$ cat src/rtl/rle_coef_expand.sv
// Run/size token expander for the JPEG AC path: turns RS tokens plus amplitude
// bits into a stream of exactly BLOCK_LEN signed coefficients per block.
module rle_coef_expand #(
    parameter int BLOCK_LEN = 64,
    parameter int AMP_W     = 12,
    parameter int COEF_W    = 16
) (
    input  logic              clock,
    input  logic              reset,
    input  logic [7:0]        rs_d,
    input  logic [AMP_W-1:0]  amp_d,
    input  logic              rs_valid,
    output logic              rs_ready,
    output logic [COEF_W-1:0] coef_d,
    output logic [5:0]        coef_idx,
    output logic              coef_last,
    output logic              coef_valid,
    input  logic              coef_ready,
    output logic              err
);

    localparam logic [5:0] LAST_IDX = 6'(BLOCK_LEN - 1);
    localparam int         MAX_SIZE = AMP_W - 1;

    typedef enum logic [1:0] {ACCEPT, ZEROS, VALUE, FILL} state_t;

    state_t              state_reg;
    logic [5:0]          idx_reg;
    logic [3:0]          zcnt_reg;
    logic                has_value_reg;
    logic [COEF_W-1:0]   value_reg;
    logic [COEF_W-1:0]   coef_d_reg;
    logic [5:0]          coef_idx_reg;
    logic                coef_last_reg;
    logic                coef_valid_reg;
    logic                err_reg;

    logic [3:0]          tok_run;
    logic [3:0]          tok_size;
    logic                is_eob;
    logic                is_zrl;
    logic                bad_zero;
    logic                bad_size;
    logic [6:0]          span_end;
    logic                overflow;
    logic [COEF_W-1:0]   mask;
    logic [COEF_W-1:0]   mag;
    logic                sign_bit;
    logic [COEF_W-1:0]   decoded;
    logic                out_free;
    logic                at_last;
    logic [5:0]          idx_next;

    assign tok_run  = rs_d[7:4];
    assign tok_size = rs_d[3:0];
    assign is_zrl   = (tok_size == 4'd0) && (tok_run == 4'hF);
    assign is_eob   = (tok_size == 4'd0) && (tok_run != 4'hF);
    assign bad_zero = is_eob && (tok_run != 4'd0);
    assign bad_size = int'(tok_size) > MAX_SIZE;

    // Index of the last coefficient this token would place; past the block end
    // the token is truncated with zeros.
    assign span_end = {1'b0, idx_reg} + (is_zrl ? 7'd15 : {3'b000, tok_run});
    assign overflow = !is_eob && (span_end > {1'b0, LAST_IDX});

    // JPEG EXTEND: top amplitude bit set means positive, else v - (2^S - 1).
    always_comb begin
        mask     = (COEF_W'(1) << tok_size) - COEF_W'(1);
        mag      = COEF_W'(amp_d) & mask;
        sign_bit = |(mag & (mask ^ (mask >> 1)));
        decoded  = '0;
        if (tok_size != 4'd0 && !bad_size)
            decoded = sign_bit ? mag : (mag - mask);
    end

    assign out_free = !coef_valid_reg || coef_ready;
    assign rs_ready = (state_reg == ACCEPT) && out_free;
    assign at_last  = (idx_reg == LAST_IDX);
    assign idx_next = at_last ? 6'd0 : (idx_reg + 6'd1);

    always_ff @(posedge clock) begin
        if (!reset) begin
            state_reg      <= ACCEPT;
            idx_reg        <= '0;
            zcnt_reg       <= '0;
            has_value_reg  <= 1'b0;
            value_reg      <= '0;
            coef_d_reg     <= '0;
            coef_idx_reg   <= '0;
            coef_last_reg  <= 1'b0;
            coef_valid_reg <= 1'b0;
            err_reg        <= 1'b0;
        end else if (out_free) begin
            coef_valid_reg <= 1'b0;
            coef_last_reg  <= 1'b0;
            case (state_reg)
                ACCEPT: begin
                    if (rs_valid) begin
                        coef_valid_reg <= 1'b1;
                        coef_idx_reg   <= idx_reg;
                        coef_last_reg  <= at_last;
                        coef_d_reg     <= '0;
                        idx_reg        <= idx_next;
                        value_reg      <= decoded;
                        if (bad_size || bad_zero || overflow)
                            err_reg <= 1'b1;
                        if (is_eob || overflow) begin
                            state_reg <= at_last ? ACCEPT : FILL;
                        end else if (is_zrl) begin
                            zcnt_reg      <= 4'd15;
                            has_value_reg <= 1'b0;
                            state_reg     <= ZEROS;
                        end else if (tok_run == 4'd0) begin
                            coef_d_reg <= decoded;
                            state_reg  <= ACCEPT;
                        end else if (tok_run == 4'd1) begin
                            state_reg <= VALUE;
                        end else begin
                            zcnt_reg      <= tok_run - 4'd1;
                            has_value_reg <= 1'b1;
                            state_reg     <= ZEROS;
                        end
                    end
                end
                ZEROS: begin
                    coef_valid_reg <= 1'b1;
                    coef_idx_reg   <= idx_reg;
                    coef_last_reg  <= at_last;
                    coef_d_reg     <= '0;
                    idx_reg        <= idx_next;
                    zcnt_reg       <= zcnt_reg - 4'd1;
                    if (zcnt_reg == 4'd1)
                        state_reg <= has_value_reg ? VALUE : ACCEPT;
                end
                VALUE: begin
                    coef_valid_reg <= 1'b1;
                    coef_idx_reg   <= idx_reg;
                    coef_last_reg  <= at_last;
                    coef_d_reg     <= value_reg;
                    idx_reg        <= idx_next;
                    state_reg      <= ACCEPT;
                end
                FILL: begin
                    coef_valid_reg <= 1'b1;
                    coef_idx_reg   <= idx_reg;
                    coef_last_reg  <= at_last;
                    coef_d_reg     <= '0;
                    idx_reg        <= idx_next;
                    if (at_last)
                        state_reg <= ACCEPT;
                end
                default: state_reg <= ACCEPT;
            endcase
        end
    end

    assign coef_d     = coef_d_reg;
    assign coef_idx   = coef_idx_reg;
    assign coef_last  = coef_last_reg;
    assign coef_valid = coef_valid_reg;
    assign err        = err_reg;

endmodule

$ cat config.mk
export PLATFORM = sky130hd
export DESIGN_NAME = rle_coef_expand
export DESIGN_NICKNAME = d
export VERILOG_FILES = /design/src/rtl/rle_coef_expand.sv
export SDC_FILE = /design/constraint.sdc
export NUM_CORES = 1
export LEC_CHECK = 0
export BUFFER_PORTS_ARGS = -buffer_cell sky130_fd_sc_hd__buf_2
export CORE_ASPECT_RATIO = 0.6
export CORE_MARGIN = 5
export CORE_UTILIZATION = 40
export DETAILED_ROUTE_END_ITERATION = 7
export GPL_ROUTABILITY_DRIVEN = 0
export HOLD_SLACK_MARGIN = 0.1
export PLACE_DENSITY = 0.63
export SLEW_MARGIN = 5
export SYNTH_ARGS = -nofsm -noshare
export SYNTH_HDL_FRONTEND = slang
export SYNTH_SLANG_ARGS = --single-unit
$ cat constraint.sdc
create_clock -name clock -period 3.5 [get_ports clock]
set_input_delay 0.35 -clock clock [delete_from_list [all_inputs] [get_ports clock]]
set_output_delay 0.35 -clock clock [all_outputs]
set_load 0.02 [all_outputs]
Word-level counts from Yosys, hierarchy flattened
Cells that the tools add are included.
- add/sub/neg operators: 6
- magnitude comparators: 2
- equality and inequality tests: 16
- shift-type cells: 1
- mux-type cells: 36
- bitwise operators: 4
- reductions and logical operators: 28
- operators by type and width (cell ; count):
    $mux 16 ; 6
    $pmux 16 s3 ; 1
    $mux 4 ; 6
    $pmux 6 s2 ; 2
    $mux 2 ; 9
    $mux 6 ; 3
    $and 12x16->16 ; 1
    $and 16x16->16 ; 1
    $reduce_or 16->1 ; 1
    $shl 1x4->16 const A ; 1
    $sub 16x16->16 ; 1
    $sub 16x2->16 const B ; 1
    $xor 16x15->16 ; 1
    $ne 2x2->1 const B ; 6
    $reduce_and 6->1 ; 2
    $eq 4x1->1 const B ; 2
    $logic_not 4->1 ; 2
    $pmux 2 s4 ; 1
    $pmux 4 s2 ; 1
    $reduce_and 4->1 ; 2
    $reduce_bool 4->1 ; 2
    $sub 4x1->4 const B ; 2
    $add 6x4->7 ; 1
    $gt 7x6->1 const B ; 1
    other kinds (20) ; 37
- register bits: 54
- bits of input ports: 24
- output and inout bits: 26
- word-level logic and storage cells: 103

Depth between registers and ports, before layout
Gate-level depths: netlist of the first run.
- depth after elaboration: 12
- gate-level depth with buffers: 16
- depth with buffers taken out: 12

Worst setup path after synthesis of the first run
No wires, ideal clock.
- path kind: input to register
- start point: input port rs_d[3]
- end point: register coef_d_reg[6], in the netlist coef_d[6]
- setup time: 0.119 ns
- data arrival time: 3.590 ns
- data required time: 3.381 ns
- path slack: -0.208 ns
- stages on the path: 16
- path buffers: 5
- cell sequence: buf_2 -> buf_2 -> or2_2 -> nor2_1 -> nand2_1 -> ha_1 -> buf_4 -> and4_4 -> a221o_1 -> a221o_1 -> or4_1 -> buf_2 -> buf_6 -> o211ai_1 -> a21oi_1 -> o221a_2
- longest elaborated chain between the ends: 12
- elaborated cells on any way between the ends: 27
- those cells by class: add/sub: 3; order compare: 2; shift: 1; mux: 8; bitwise: 3; reduce/logical: 10
- ends and longest elaborated chain (what ; RTL line ; source):
    from (decl) ; 10 ; input logic [7:0] rs_d,
    parallel branches: the longest is 9 deep, another holds $sub 16x2->16 ; n/a ;
    $mux 16 * ; 107 ; if (is_eob || overflow) begin
    $mux 16 * ; 98 ; if (rs_valid) begin
    $pmux 16 s3 * ; 96 ; case (state_reg)
    to (signal assigned) ; 114 ; coef_d_reg <= decoded;
    to (signal assigned) ; 139 ; coef_d_reg <= value_reg;
    to (decl) ; 32 ; logic [COEF_W-1:0] coef_d_reg;
Every way passes the cells marked *. The select of a mux whose other input is x is not followed.
A chain may end at the register's enable or synchronous reset.

Worst setup path in the final report of the first run
- start point: input port rs_d[2]
- end point: register coef_d_reg[15], in the netlist coef_d[15]
The elaborated chain is that of the path after synthesis.

==> results of run 1 <==
-- cells by family after synthesis --
logic type / count (synthesis) / synth area share
compound gates: 151 / 0.286
xor+xnor: 8 / 0.0192
fa+ha+maj: 12 / 0.0432
buf+inv: 49 / 0.0583
flops: 54 / 0.296
mux: 12 / 0.0339
simple gates: 185 / 0.263
-- cells in the mapped netlist, types with 6 or more instances --
cell and instances:
nor2_1 35, a31oi_1 10, dfxtp_1 54, mux2i_1 9, buf_2 8, o221a_2 6, nor3_1 13, nand2_1 52
o21ai_0 36, inv_1 16, ha_1 11, xnor2_1 6, nand3_1 21, nor2b_1 14, clkbuf_1 21, a211oi_1 8
a21boi_0 12, and2_1 9, a21oi_1 26
-- worst max-delay path: stages --
cell and delay (ps):
buf_2 130, or2_4 280, nor2_4 130, nand2_1 100
ha_4 220, nor2b_1 150, mux2_2 310, a211oi_1 390
buf_4 220, nand4_1 190, nor3_1 340, o21ai_0 280
o221a_2 320
-- path summary, 6_finish.rpt --
| path | from | end | slack, ps | cells past startpoint |
|---|---|---|---|---|
| hold / removal | amp_d[10] | coef_d[10]$_SDFFE_PN0P_ | 360 | 3 |
| hold reg to reg | coef_idx[1]$_SDFFE_PN0P_ | coef_idx[1]$_SDFFE_PN0P_ | 460 | 2 |
| setup reg to reg | idx_reg[0]$_SDFFE_PN0P_ | coef_d[15]$_SDFFE_PN0P_ | 690 | 9 |
| setup / recovery | rs_d[2] | coef_d[15]$_SDFFE_PN0P_ | 280 | 13 |
-- per-stage QoR --
| step | utilization | power, uW | std cells | setup slack [ps] |
|---|---|---|---|---|
| 2_1_floorplan | - | 1120 | 471 | 2.44 |
| 3_3_place_gp | 0.453 | 1280 | 628 | 95.1 |
| 3_5_place_dp | 0.453 | 1290 | 628 | 44.4 |
| 4_1_cts | 0.475 | 1950 | 636 | 304 |
| 5_1_grt | 0.475 | 2040 | 636 | 104 |
| 6_report | 0.475 | 1940 | 636 | 281 |
-- per-layer routing --
metal	track usage	share of wire	vias to the layer above
li1	-	-	1832
met4	0.0261	0.0064	0
met3	0.0367	0.077	8
met2	0.269	0.41	140
met1	0.291	0.51	1732
met5	0	0	-
-- power by group through the flow --
| stage | Combinational, uW | Clock, uW | Sequential (uW) |
|---|---|---|---|
| 2_1_floorplan | 362 | 0 | 757 |
| 3_3_place_gp | 540 | 0 | 735 |
| 3_5_place_dp | 550 | 0 | 737 |
| 4_1_cts | 554 | 669 | 724 |
| 5_1_grt | 614 | 695 | 733 |
| 6_report | 558 | 657 | 725 |
-- area by class of cell --
cell class                 count  area, sq um  area share
timing repair buffer          73          425      0.0988
sequential                    54         1080       0.251
multi-input combinational    368         2390       0.555
clock buffer                   6          139      0.0323
clock inverter                 2         60.1      0.0140
inverter                      17         63.8      0.0148
tap                          116          145      0.0337
==> metrics.cfg, run 1 <==
[run_status]
status = complete, no violations

[cts]
cts_htree_levels = 2
cts_made_buffers = 5
postCtsHoldBufs = 0
clk_latency_ps = 290
clockRootBuffer = clkbuf_16
ctsLongestPathBuffers = 2
cts.clk_slew.worst_paths_ps = 70
cts_tree = built
postCtsSetupBuffers = 0
cts-resized-gates = 0
cts.sinks = 54

[timing]
slew_violations = 0
rsz0062_at_grt = false
fin_crit_ps = 3220
min_period_over_period = 0.920
worst-slew-pin-transition_ps = 563
max_slew_margin = 0.621
report.final.hold_viol_count = 0
fin_skew_ps = 8.89
final.setup.tns_ps = 0
setup_violations = 0
fmax_ghz = 0.311
whs_ps = 360

[grt]
grt_pass1_wl_um = 17300
grt_pass1_vias = 3330
antenna_found_initial = 0
grt_max_degree = 37
grt_use_total = 0.187
grt_remaining_overflow = 0

[synthesis]
synth_cell_type_count = 71
synth_top_flop_cell = dfxtp_1
synth.avg_cell_area_sq_um = 7.75
synth.yosys.seq_area_share = 0.296
synth_area_leaders = dfxtp_1 (30%), nand2_1 (5.3%), o21ai_0 (4.9%)
synth.top_cell.area_share = 0.296
synth_edf_count = 0
synth_fp_nets = 507
ys_ff_latch = 54
async_reset_ff_frac = 0
synth_area_leader_cell = dfxtp_1
syn_inst = 471
synth_warnings = 0
netlist_area_sq_mm = 0.00365

[power_and_ir_drop]
power.internal_uw = 1320
p_clk_frac = 0.339
p_per_area_mw_per_mm2 = 451
comb_power_share = 0.288
peakVddDrop_v = 0.000269
cellLeakagePower_uw = 0.00175
p_sw_uw = 625
switching_share = 0.322
seqPwrFrac = 0.374

[critical_path]
critPathKind = in -> reg
cp.required_ps = 3680
start_kind = input pin
worstPathMaxFanout = 15
worstPathArrival_ps = 3400
end_kind = flop

[cells_and_area]
drive_gt1_frac = 0.212
area_growth_pct = 17.9
n_fill_cell = 892
fin_nets = 555
fin_area_sq_mm = 0.00430
final_cell_mix = dfxtp_1 (54), nand2_1 (52), buf_2 (49)
antenna_cells = 0
final_common_cell = dfxtp_1

[floorplanning]
dieArea_sq_mm = 0.0112
start_util = 0.403
die_width_um = 133
num_rows = 27
core_area_sq_mm = 0.00905
ios = 50
die_h_um = 84.0

[route]
detail-route-antenna-nets = 0
drc = 0
vias = 3712
wl_per_cell_um = 16.7
drt_iter0_markers = 441
first_pass_iters = 5
wl_um = 10600
vias_per_cell = 5.84

[min_path]
hp-class = in -> reg

[placed_design]
placedInstanceArea_sq_mm = 0.00411
dp_hpwl_um = 7930
io_buffers = 49

[run]
cap_viol_max_count = 0

(Power assumes the default switching activity.)
==> run 2: changes to the inputs <==
- CORE_UTILIZATION: 40 -> 48
- PLACE_DENSITY: 0.63 -> 0.73
==> metrics.cfg, run 2 (synthesis results as in run 1) <==
[run_status]
status = complete, no violations

[route]
wl_um = 10700  ; +1.1%
wl_per_cell_um = 17.2  ; +3.2%
detail-route-antenna-nets = 0  ; unchanged
vias_per_cell = 6.08  ; +4.2%
vias = 3788  ; +2.0%
drc = 0  ; unchanged
first_pass_iters = 5  ; unchanged
drt_iter0_markers = 380  ; -14%

[cells_and_area]
antenna_cells = 0  ; unchanged
n_fill_cell = 664  ; -26%
drive_gt1_frac = 0.208  ; -0.00345
final_util = 0.579  ; +0.104
final_common_cell = dfxtp_1
fin_nets = 554  ; -0.18%
final_cell_mix = dfxtp_1 (54), nand2_1 (52), buf_2 (49)
multiInputGateArea_sq_mm = 0.00238  ; -0.26%
area_growth_pct = 16.2
ff_latch_area_sq_mm = 0.00108  ; unchanged

[floorplanning]
num_rows = 24  ; -11%
core_area_sq_mm = 0.00733  ; -19%
die_h_um = 77.6  ; -7.7%
die_width_um = 123  ; -8.1%
ios = 50  ; unchanged
dieArea_sq_mm = 0.00951  ; -15%
start_util = 0.498  ; +0.0950

[grt]
grt_pass1_vias = 3541  ; +6.3%
grt_max_degree = 61  ; +65%
grt_remaining_overflow = 0  ; unchanged
grt_pass1_wl_um = 17800  ; +3.1%
grt_use_total = 0.227  ; +0.0397
antenna_found_initial = 0  ; unchanged

[timing]
fmax_ghz = 0.308  ; -0.74%
min_period_over_period = 0.927  ; +0.00690
rsz0062_at_grt = false
setup_violations = 0  ; unchanged
fin_crit_ps = 3240  ; +24.1 ps
setup_slack_ps = 257  ; -24.1 ps
slew_violations = 0  ; unchanged
final.setup.tns_ps = 0  ; unchanged
fin_skew_ps = 4.53  ; -4.36 ps
max_slew_margin = 0.386  ; -0.235
whs_ps = 368  ; +8.35 ps
report.final.hold_viol_count = 0  ; unchanged
worst-slew-pin-transition_ps = 921  ; +357 ps

[critical_path]
critical_path.max_stage_delay_ps = 550  ; +160 ps
worstPathArrival_ps = 3470  ; +70 ps
crit_chain = buf_2, or2_4, nor2_4, nand2_1, ha_4, and4_4, a221o_1, a221o_1, or4_1, buf_4, nor4_1, o41ai_1, a21oi_1
critPathTopFamily = simple AND/OR/NAND/NOR gates
start_kind = input pin
end_kind = flop
cp.required_ps = 3720  ; +40 ps
cp_slowest_cell = or4_1
crit_top_cell = a221o_1
critPathKind = in -> reg
worstPathMaxFanout = 12  ; -3
critPathBufInv = 2  ; unchanged

[power_and_ir_drop]
p_total_uw = 1840  ; -5.4%
cellLeakagePower_uw = 0.00173  ; -1.2%
peakVddDrop_v = 0.000268  ; -0.40%
p_per_area_mw_per_mm2 = 433  ; -4.0%

[cts]
postCtsSetupBuffers = 0  ; unchanged
cts_htree_levels = 2  ; unchanged
clockRootBuffer = clkbuf_16
clk_latency_ps = 300  ; about the same
postCtsHoldBufs = 0  ; unchanged
ctsLongestPathBuffers = 2  ; unchanged
cts_tree = built
cts-resized-gates = 0  ; unchanged
cts.clk_slew.worst_paths_ps = 70  ; about the same
cts.sinks = 54  ; unchanged
cts_made_buffers = 5  ; unchanged

[placed_design]
dp_hpwl_um = 8030  ; +1.2%
pre_cts_slack_ps = 33.4  ; -11.0 ps
io_buffers = 49  ; unchanged

[run]
cap_viol_max_count = 0  ; unchanged

[min_path]
hp-class = in -> reg

## run 2: where the power goes
| part | internal [uW] | switching, uW | leakage (uW) | total, uW |
|---|---|---|---|---|
| sequential | 678 | 48.8 | 0.000442 | 727 |
| combinational | 207 | 355 | 0.00121 | 562 |
| clock | 324 | 222 | 0.0000832 | 546 |
## run 2: per-stage QoR
stage,area (sq um),std cells
2_1_floorplan,3700,471
3_3_place_gp,4080,615
3_5_place_dp,4080,615
4_1_cts,4240,623
5_1_grt,4240,623
6_report,4240,623
## run 2: cell type report
cell class / instances / share of cell area
Multi-Input combinational cell: 368 / 0.562
Sequential cell: 54 / 0.255
Timing Repair Buffer: 72 / 0.0985
Clock buffer: 8 / 0.0392
Tap cell: 104 / 0.0307
Inverter: 17 / 0.0150
## run 2: metal layers
layer	global-route usage	wire length, um	part of all wire	vias up
met5	0	0	0	-
met4	0.0313	57	0.0053	0
met3	0.0625	1070	0.10	7
met2	0.326	4530	0.42	161
met1	0.344	5070	0.47	1785
li1	-	-	-	1835
## run 2: worst register-to-register path: cells and delay by family (launching register included)
family	cells	cell delay, ps
flops	1	360
compound gates	5	1380
simple gates	2	330
fa+ha+maj	2	600
## run 2: path summary, 6_finish.rpt
kind                                                 from                   endpoint  slack (ps)  depth (start not counted)
worst max-delay path                              rs_d[3]     coef_d[9]$_SDFFE_PN0P_         260                         13
worst min-delay path                            amp_d[10]    coef_d[10]$_SDFFE_PN0P_         370                          3
worst max register to register    idx_reg[0]$_SDFFE_PN0P_    coef_d[10]$_SDFFE_PN0P_         750                          9
worst min register to register  value_reg[4]$_SDFFE_PN0P_  value_reg[4]$_SDFFE_PN0P_         460                          2
